===== config.mk =====
export PLATFORM = sky130hd
export DESIGN_NAME = decode_issue_stage
export DESIGN_NICKNAME = d
export VERILOG_FILES = /design/src/rtl/rv64_pkg.sv /design/src/rtl/imm_gen.sv /design/src/rtl/decode_issue_stage.sv
export SDC_FILE = /design/constraint.sdc
export NUM_CORES = 1
export LEC_CHECK = 0
export ABC_AREA = 1
export BUFFER_PORTS_ARGS = -buffer_cell sky130_fd_sc_hd__buf_2
export CAP_MARGIN = 25
export CORE_ASPECT_RATIO = 1.5
export CORE_MARGIN = 1
export CORE_UTILIZATION = 35
export CTS_CLUSTER_DIAMETER = 150
export DETAILED_ROUTE_END_ITERATION = 8
export SYNTH_ARGS = -nofsm -noshare
export SYNTH_HDL_FRONTEND = slang
export SYNTH_SLANG_ARGS = --single-unit

===== constraint.sdc =====
create_clock -name clk -period 2.45 [get_ports clk]
set_clock_uncertainty 0.1 [all_clocks]
set_input_delay 0.1225 -clock clk [delete_from_list [all_inputs] [get_ports clk]]
set_output_delay 0.1225 -clock clk [all_outputs]
set_load 0.02 [all_outputs]

===== src/rtl/rv64_pkg.sv =====
// RV64I shared definitions: widths, base opcodes and the ID/EX bundle.
// Imported by the decode/issue stage and the immediate generator.
package rv64_pkg;

    localparam int XLEN = 64;
    localparam int NREG = 32;
    localparam int RIDX = $clog2(NREG);

    localparam logic [6:0] LUI       = 7'b0110111;
    localparam logic [6:0] AUIPC     = 7'b0010111;
    localparam logic [6:0] JAL       = 7'b1101111;
    localparam logic [6:0] JALR      = 7'b1100111;
    localparam logic [6:0] BRANCH    = 7'b1100011;
    localparam logic [6:0] LOAD      = 7'b0000011;
    localparam logic [6:0] STORE     = 7'b0100011;
    localparam logic [6:0] OP_IMM    = 7'b0010011;
    localparam logic [6:0] OP        = 7'b0110011;
    localparam logic [6:0] OP_IMM_32 = 7'b0011011;
    localparam logic [6:0] OP_32     = 7'b0111011;

    typedef struct packed {
        logic [XLEN-1:0] rs1_val;
        logic [XLEN-1:0] rs2_val;
        logic [XLEN-1:0] imm;
        logic [RIDX-1:0] rd;
        logic [6:0]      opcode;
        logic [2:0]      funct3;
        logic            funct7b5;
        logic            reg_write;
    } id_ex_t;

endpackage


===== src/rtl/imm_gen.sv =====
// Combinational RV64I immediate generator, sign-extended from instr[31].
// Shared by the decode stage and its EX/MEM neighbours.
module imm_gen
    import rv64_pkg::*;
(
    input  logic [31:0]     instr,
    output logic [XLEN-1:0] imm
);

    logic sgn;

    assign sgn = instr[31];

    always_comb begin
        imm = '0;
        unique case (instr[6:0])
            LOAD, OP_IMM, OP_IMM_32, JALR:
                imm = {{(XLEN-12){sgn}}, instr[31:20]};
            STORE:
                imm = {{(XLEN-12){sgn}}, instr[31:25], instr[11:7]};
            BRANCH:
                imm = {{(XLEN-13){sgn}}, sgn, instr[7],
                       instr[30:25], instr[11:8], 1'b0};
            LUI, AUIPC:
                imm = {{(XLEN-32){sgn}}, instr[31:12], 12'h000};
            JAL:
                imm = {{(XLEN-21){sgn}}, sgn, instr[19:12],
                       instr[20], instr[30:21], 1'b0};
            default:
                imm = '0;
        endcase
    end

endmodule


===== src/rtl/decode_issue_stage.sv =====
// RV64I decode/issue: field split, busy scoreboard for RAW/WAW,
// and a single ID/EX register with a valid/ready handshake.
module decode_issue_stage
    import rv64_pkg::*;
(
    input  logic            clk,
    input  logic            rst,
    input  logic            in_valid,
    input  logic [31:0]     in_instr,
    output logic            in_ready,
    output logic [RIDX-1:0] rs1,
    output logic [RIDX-1:0] rs2,
    input  logic [XLEN-1:0] read1,
    input  logic [XLEN-1:0] read2,
    input  logic            wb_en,
    input  logic [RIDX-1:0] wb_rd,
    input  logic            flush,
    output logic            ex_valid,
    input  logic            ex_ready,
    output logic [XLEN-1:0] ex_rs1_val,
    output logic [XLEN-1:0] ex_rs2_val,
    output logic [XLEN-1:0] ex_imm,
    output logic [RIDX-1:0] ex_rd,
    output logic [6:0]      ex_opcode,
    output logic [2:0]      ex_funct3,
    output logic            ex_funct7b5,
    output logic            ex_reg_write
);

    logic [6:0]      opcode;
    logic [RIDX-1:0] rd;
    logic [XLEN-1:0] imm;
    logic            reg_write;
    logic            use1;
    logic            use2;
    logic            hazard;
    logic            issue;
    logic [NREG-1:0] busy;
    logic [NREG-1:0] busy_next;
    id_ex_t          ex_q;

    assign opcode = in_instr[6:0];
    assign rd     = in_instr[11:7];
    assign rs1    = in_instr[19:15];
    assign rs2    = in_instr[24:20];

    imm_gen u_imm_gen (
        .instr (in_instr),
        .imm   (imm)
    );

    always_comb begin
        reg_write = 1'b0;
        use1      = 1'b0;
        use2      = 1'b0;
        unique case (opcode)
            LUI, AUIPC, JAL: begin
                reg_write = 1'b1;
            end
            JALR, LOAD, OP_IMM, OP_IMM_32: begin
                reg_write = 1'b1;
                use1      = 1'b1;
            end
            OP, OP_32: begin
                reg_write = 1'b1;
                use1      = 1'b1;
                use2      = 1'b1;
            end
            BRANCH, STORE: begin
                use1 = 1'b1;
                use2 = 1'b1;
            end
            default: begin
                reg_write = 1'b0;
            end
        endcase
        if (rd == '0)
            reg_write = 1'b0;
    end

    assign hazard = (use1 & busy[rs1])
                  | (use2 & busy[rs2])
                  | (reg_write & busy[rd]);

    assign in_ready = !hazard && (!ex_valid || ex_ready) && !flush;
    assign issue    = in_valid && in_ready;

    // Set is applied last so a new writer beats a retiring older one.
    always_comb begin
        busy_next = busy;
        if (wb_en)
            busy_next[wb_rd] = 1'b0;
        if (flush && ex_valid && ex_q.reg_write)
            busy_next[ex_q.rd] = 1'b0;
        if (issue && reg_write)
            busy_next[rd] = 1'b1;
        busy_next[0] = 1'b0;
    end

    always_ff @(posedge clk) begin
        if (rst)
            busy <= '0;
        else
            busy <= busy_next;
    end

    always_ff @(posedge clk) begin
        if (rst) begin
            ex_valid <= 1'b0;
            ex_q     <= '0;
        end else if (flush) begin
            ex_valid <= 1'b0;
        end else if (issue) begin
            ex_valid         <= 1'b1;
            ex_q.rs1_val     <= read1;
            ex_q.rs2_val     <= read2;
            ex_q.imm         <= imm;
            ex_q.rd          <= rd;
            ex_q.opcode      <= opcode;
            ex_q.funct3      <= in_instr[14:12];
            ex_q.funct7b5    <= in_instr[30];
            ex_q.reg_write   <= reg_write;
        end else if (ex_ready) begin
            ex_valid <= 1'b0;
        end
    end

    assign ex_rs1_val   = ex_q.rs1_val;
    assign ex_rs2_val   = ex_q.rs2_val;
    assign ex_imm       = ex_q.imm;
    assign ex_rd        = ex_q.rd;
    assign ex_opcode    = ex_q.opcode;
    assign ex_funct3    = ex_q.funct3;
    assign ex_funct7b5  = ex_q.funct7b5;
    assign ex_reg_write = ex_q.reg_write;

endmodule


==> metrics.md <==
| Metric | Value |
|---|---|
| Leak pwr | `6.53 nW` |
| Post-Synthesis Cells | `1426` |
| CP max FO | `3` |
| Layout cells sized above 1 | `a little over a quarter` |
| Top cell by count, worst path | `nand2_1` |
| Reg power frac | `between 40% and 50%` |
| Port Buffers | `around 400` |
| Req. time, crit path | `approximately 2.2 ns` |
| Int Power | `~6.1 mW` |
| Cell Area, Placed | `~0.012 sq mm` |
| Synth cell types | `28` |
| GR Util All Layers | `27.9%` |
| Ys Warns | `0` |
| Worst IR Drop VDD | `584 uV` |
| DRT Pass-1 Iters | `5` |
| FMAX | `0.427 GHz` |
| Pwr Density | `between 500 and 600 mW/mm^2` |
| Num CTS Buffers | `23` |
| CTS tree | `built` |
| Die width | `between 100 and 150 um` |
| Met1 Use GR | `30.8%` |
| Clock power share | `39.6%` |
| Worst setup SP type | `register` |
| Final Cycle Share | `around 96%` |
| GR Util met3 | `4.70%` |
| Hold depth | `2` |
| Net Count, Synth | `approximately 1600` |
| Initial antenna violation count | `1` |
| Final setup viols | `0` |
| Gr ovfl total | `0` |
| Psw | `about 2.5 mW` |
| Busiest grt layer | `met2` |
| Final instance area | `about 0.015 sq mm` |
| TNS Setup | `0 ns` |
| Routed Antenna Nets | `0` |
| Total die area | `between 0.02 and 0.03 sq mm` |
| Wirelength, routed | `42300 um` |
| Avg Synthesized Cell Area | `between 6 and 7 sq um` |
| Min Tclk post-route | `between 2 and 2.5 ns` |
| Vias in the first global route | `between 10000 and 15000` |
| Slew HR | `between 40% and 50%` |
| FP Rows | `75` |
| Placeable Area | `0.0280 sq mm` |
| Clk sinks | `209` |
| Worst hold start | `rst` |
| Sw Ratio | `a little under 30%` |
| Per-cell routed wire length | `~19 um` |
| Cell Area, Synth | `approximately 0.0099 sq mm` |
| CTS clock-pin slew for the worst setup and hold paths | `0.07 ns` |
| Largest net degree at the start of global routing | `84` |
| Detailed Route Iter0 Violations | `about 800` |
| Clk root buf | `clkbuf_16` |
| Top Ports | `between 300 and 400` |
| Slew @ Worst Pin | `around 0.75 ns` |
| Slowest-stage cell, CP | `dfxtp_1` |
| Overall power | `~8.6 mW` |
| Routed vias | `roughly 12000` |
| Number of synthesized register bits | `between 200 and 250` |
| Global-route wire length before repair | `roughly 64000 um` |
| Crit Reg-Reg Startpoint | `busy[5]$_SDFF_PP0_` |
| Critical Path AT | `2.12 ns` |
| Status | `finished clean` |
| Type of the worst setup path | `register to primary output` |
| Clock insertion delay at the later pin of the skew report | `0.52 ns` |
| Vias/cell | `5.33` |
| Count of pins over their slew limit | `0` |
| Final hold vios | `0` |
| DRC viols | `0` |
| Max cap viols | `0` |
| Unrepaired setup endpoints after global routing | `no` |
| R2R depth | `16` |
| Combinational share of power | `a little under a fifth` |
| CP Cell Sequence | `inv_1 > nand2_1 > nand4_1 > nand2_1 > nand2_1 > nor2_1 > nand3_2 > nand3_2 > nor2_4 > buf_12 > buf_12 > buf_6` |
| Chip height | `approximately 210 um` |
| CP Capture Type | `primary output` |
| HP Class | `input port to register` |
| Part of the Yosys area used for sequential elements | `between 40 and 50%` |
| Slowest cell delay on critical path | `between 0.4 and 0.5 ns` |
| Final worst hold slack | `around 0.011 ns` |
| H-tree Lvls | `1` |
| Routability cong. | `0.969` |
| Hpwl dp | `28400 um` |
| Initial Util | `35.6%` |
| Clock Tree Buf Depth | `3` |
| Area growth from synthesis to layout | `47.0%` |
| CP startpoint | `busy[11]$_SDFF_PP0_` |
| Final net count | `2082` |
| Grt met2 use | `between 40% and 50%` |
==> stage by stage <==
step	worst slack (ns)	instances	utilization, %
final	0.108	2276	52.2
after global routing	0.00808	2274	52.2
after CTS	0.00145	2269	51.7
after detailed placement	-0.0606	2072	43.4
after global placement	0.0198	2072	43.4
after floorplan	0.437	1426	-
==> synth_stat cells <==
library cell  number  share of area (%)
inv_1             93                3.5
nand2_1          272                 10
buf_6              5               0.57
buf_1              8               0.30
clkbuf_1          49                1.9
buf_4             58                4.4
nand3_2            1               0.10
a41oi_1            1              0.088
o211ai_1           3               0.23
a221oi_1           1              0.088
or2_2              1              0.063
nor2_4             1               0.11
nand3_1          233                 12
nor2_1            91                3.4
o22ai_1            6               0.38
o221ai_1          14                1.2
o21ai_1            1              0.050
a21oi_1          239                 12
inv_2              3               0.11
nand2_2            2               0.13
dfxtp_1          209                 42
nand2_4            1               0.11
o21ai_0           46                2.3
clkinv_1           1              0.038
buf_2             27                1.4
nor3_1            26                1.3
nand4_1           33                2.1
clkinv_2           1              0.050
==> cell type report <==
type | count | area [sq um]
multi-input cells | 973 | 4580
diodes | 3 | 7.51
fillers | 2738 | 13400
clock inverters | 10 | 70.1
flip-flops and latches | 209 | 4200
inverters | 98 | 369
repair buffers | 606 | 4280
well taps | 346 | 433
clock buffers | 31 | 666
==> power groups by stage <==
stage	Combinational [mW]	Clock (mW)	Sequential (mW)
3_5_place_dp	1.33	0	3.67
5_1_grt	1.73	3.61	3.61
2_1_floorplan	0.623	0	3.82
6_report	1.62	3.42	3.60
4_1_cts	1.55	3.48	3.59
3_3_place_gp	1.32	0	3.66
==> layout by cell type, fill, tap and decap left out, types with 4 or more instances in the layout <==
| cell | n |
|---|---|
| a21oi_1 | 238 |
| o21ai_0 | 40 |
| nor3_1 | 26 |
| o22ai_1 | 6 |
| nand4_1 | 33 |
| buf_12 | 14 |
| dfxtp_1 | 199 |
| clkbuf_16 | 26 |
| nor2_1 | 88 |
| inv_2 | 5 |
| o221ai_1 | 14 |
| buf_6 | 6 |
| dlygate4sd3_1 | 152 |
| nand3_1 | 232 |
| clkbuf_8 | 6 |
| o21ai_1 | 7 |
| nand2_1 | 272 |
| clkinvlp_4 | 5 |
| clkinv_2 | 4 |
| buf_4 | 39 |
| buf_2 | 388 |
| inv_1 | 91 |
| dfxtp_2 | 9 |
==> timing repair <==
item | CTS | global route
resized for setup | 15 | 20
hold endpoints to repair | 162 | 0
pin swaps | 1 | 2
hold buffers | 152 | 0
endpoints found under the setup margin | 1 | 175
cloned | 1 | 4
buffers inserted | 3 | 1
==> worst max-delay path, delay by kind of cell, from the launching register on <==
family	cells	cell delay, ns
buffers and inverters	4	0.46
AND/OR/NAND/NOR	8	0.68
flip-flops	1	0.47
==> kinds of logic (layout without fill, tap and decap cells) <==
logic type             count (synthesis)  in the layout  share of synthesized area (%)
and+or+nand+nor                      661            662                           29.3
other                                  0              3                              0
buffers and inverters                245            745                           12.2
DFF                                  209            209                           42.1
AOI/OAI and AO/OA                    311            311                           16.4
==> sequential cells by signal (all words and copies together), names as in the netlist <==
name,count
ex_rs1_val,64
ex_rs2_val,64
ex_imm,32
busy,31
ex_opcode,7
ex_rd,5
ex_funct3,3
ex_funct7b5,1
ex_reg_write,1
ex_valid,1
==> per-layer routing <==
layer,vias up,part of all wire [%],routed length [um]
li1,5733,-,-
met1,5653,37,15800
met3,147,6.6,2810
met2,593,49,20800
met5,-,0,0
met4,0,6.8,2880
==> final timing paths <==
check	endpoint	slack, ns
worst max register to register	ex_rs1_val[2]$_SDFFE_PP0P_	0.15
worst min-delay path	ex_imm[17]$_SDFFE_PP0P_	0.01
worst min register to register	ex_imm[11]$_SDFFE_PP0P_	0.34
worst max-delay path	in_ready	0.11
No activity file was read; power rests on OpenSTA's default activity.
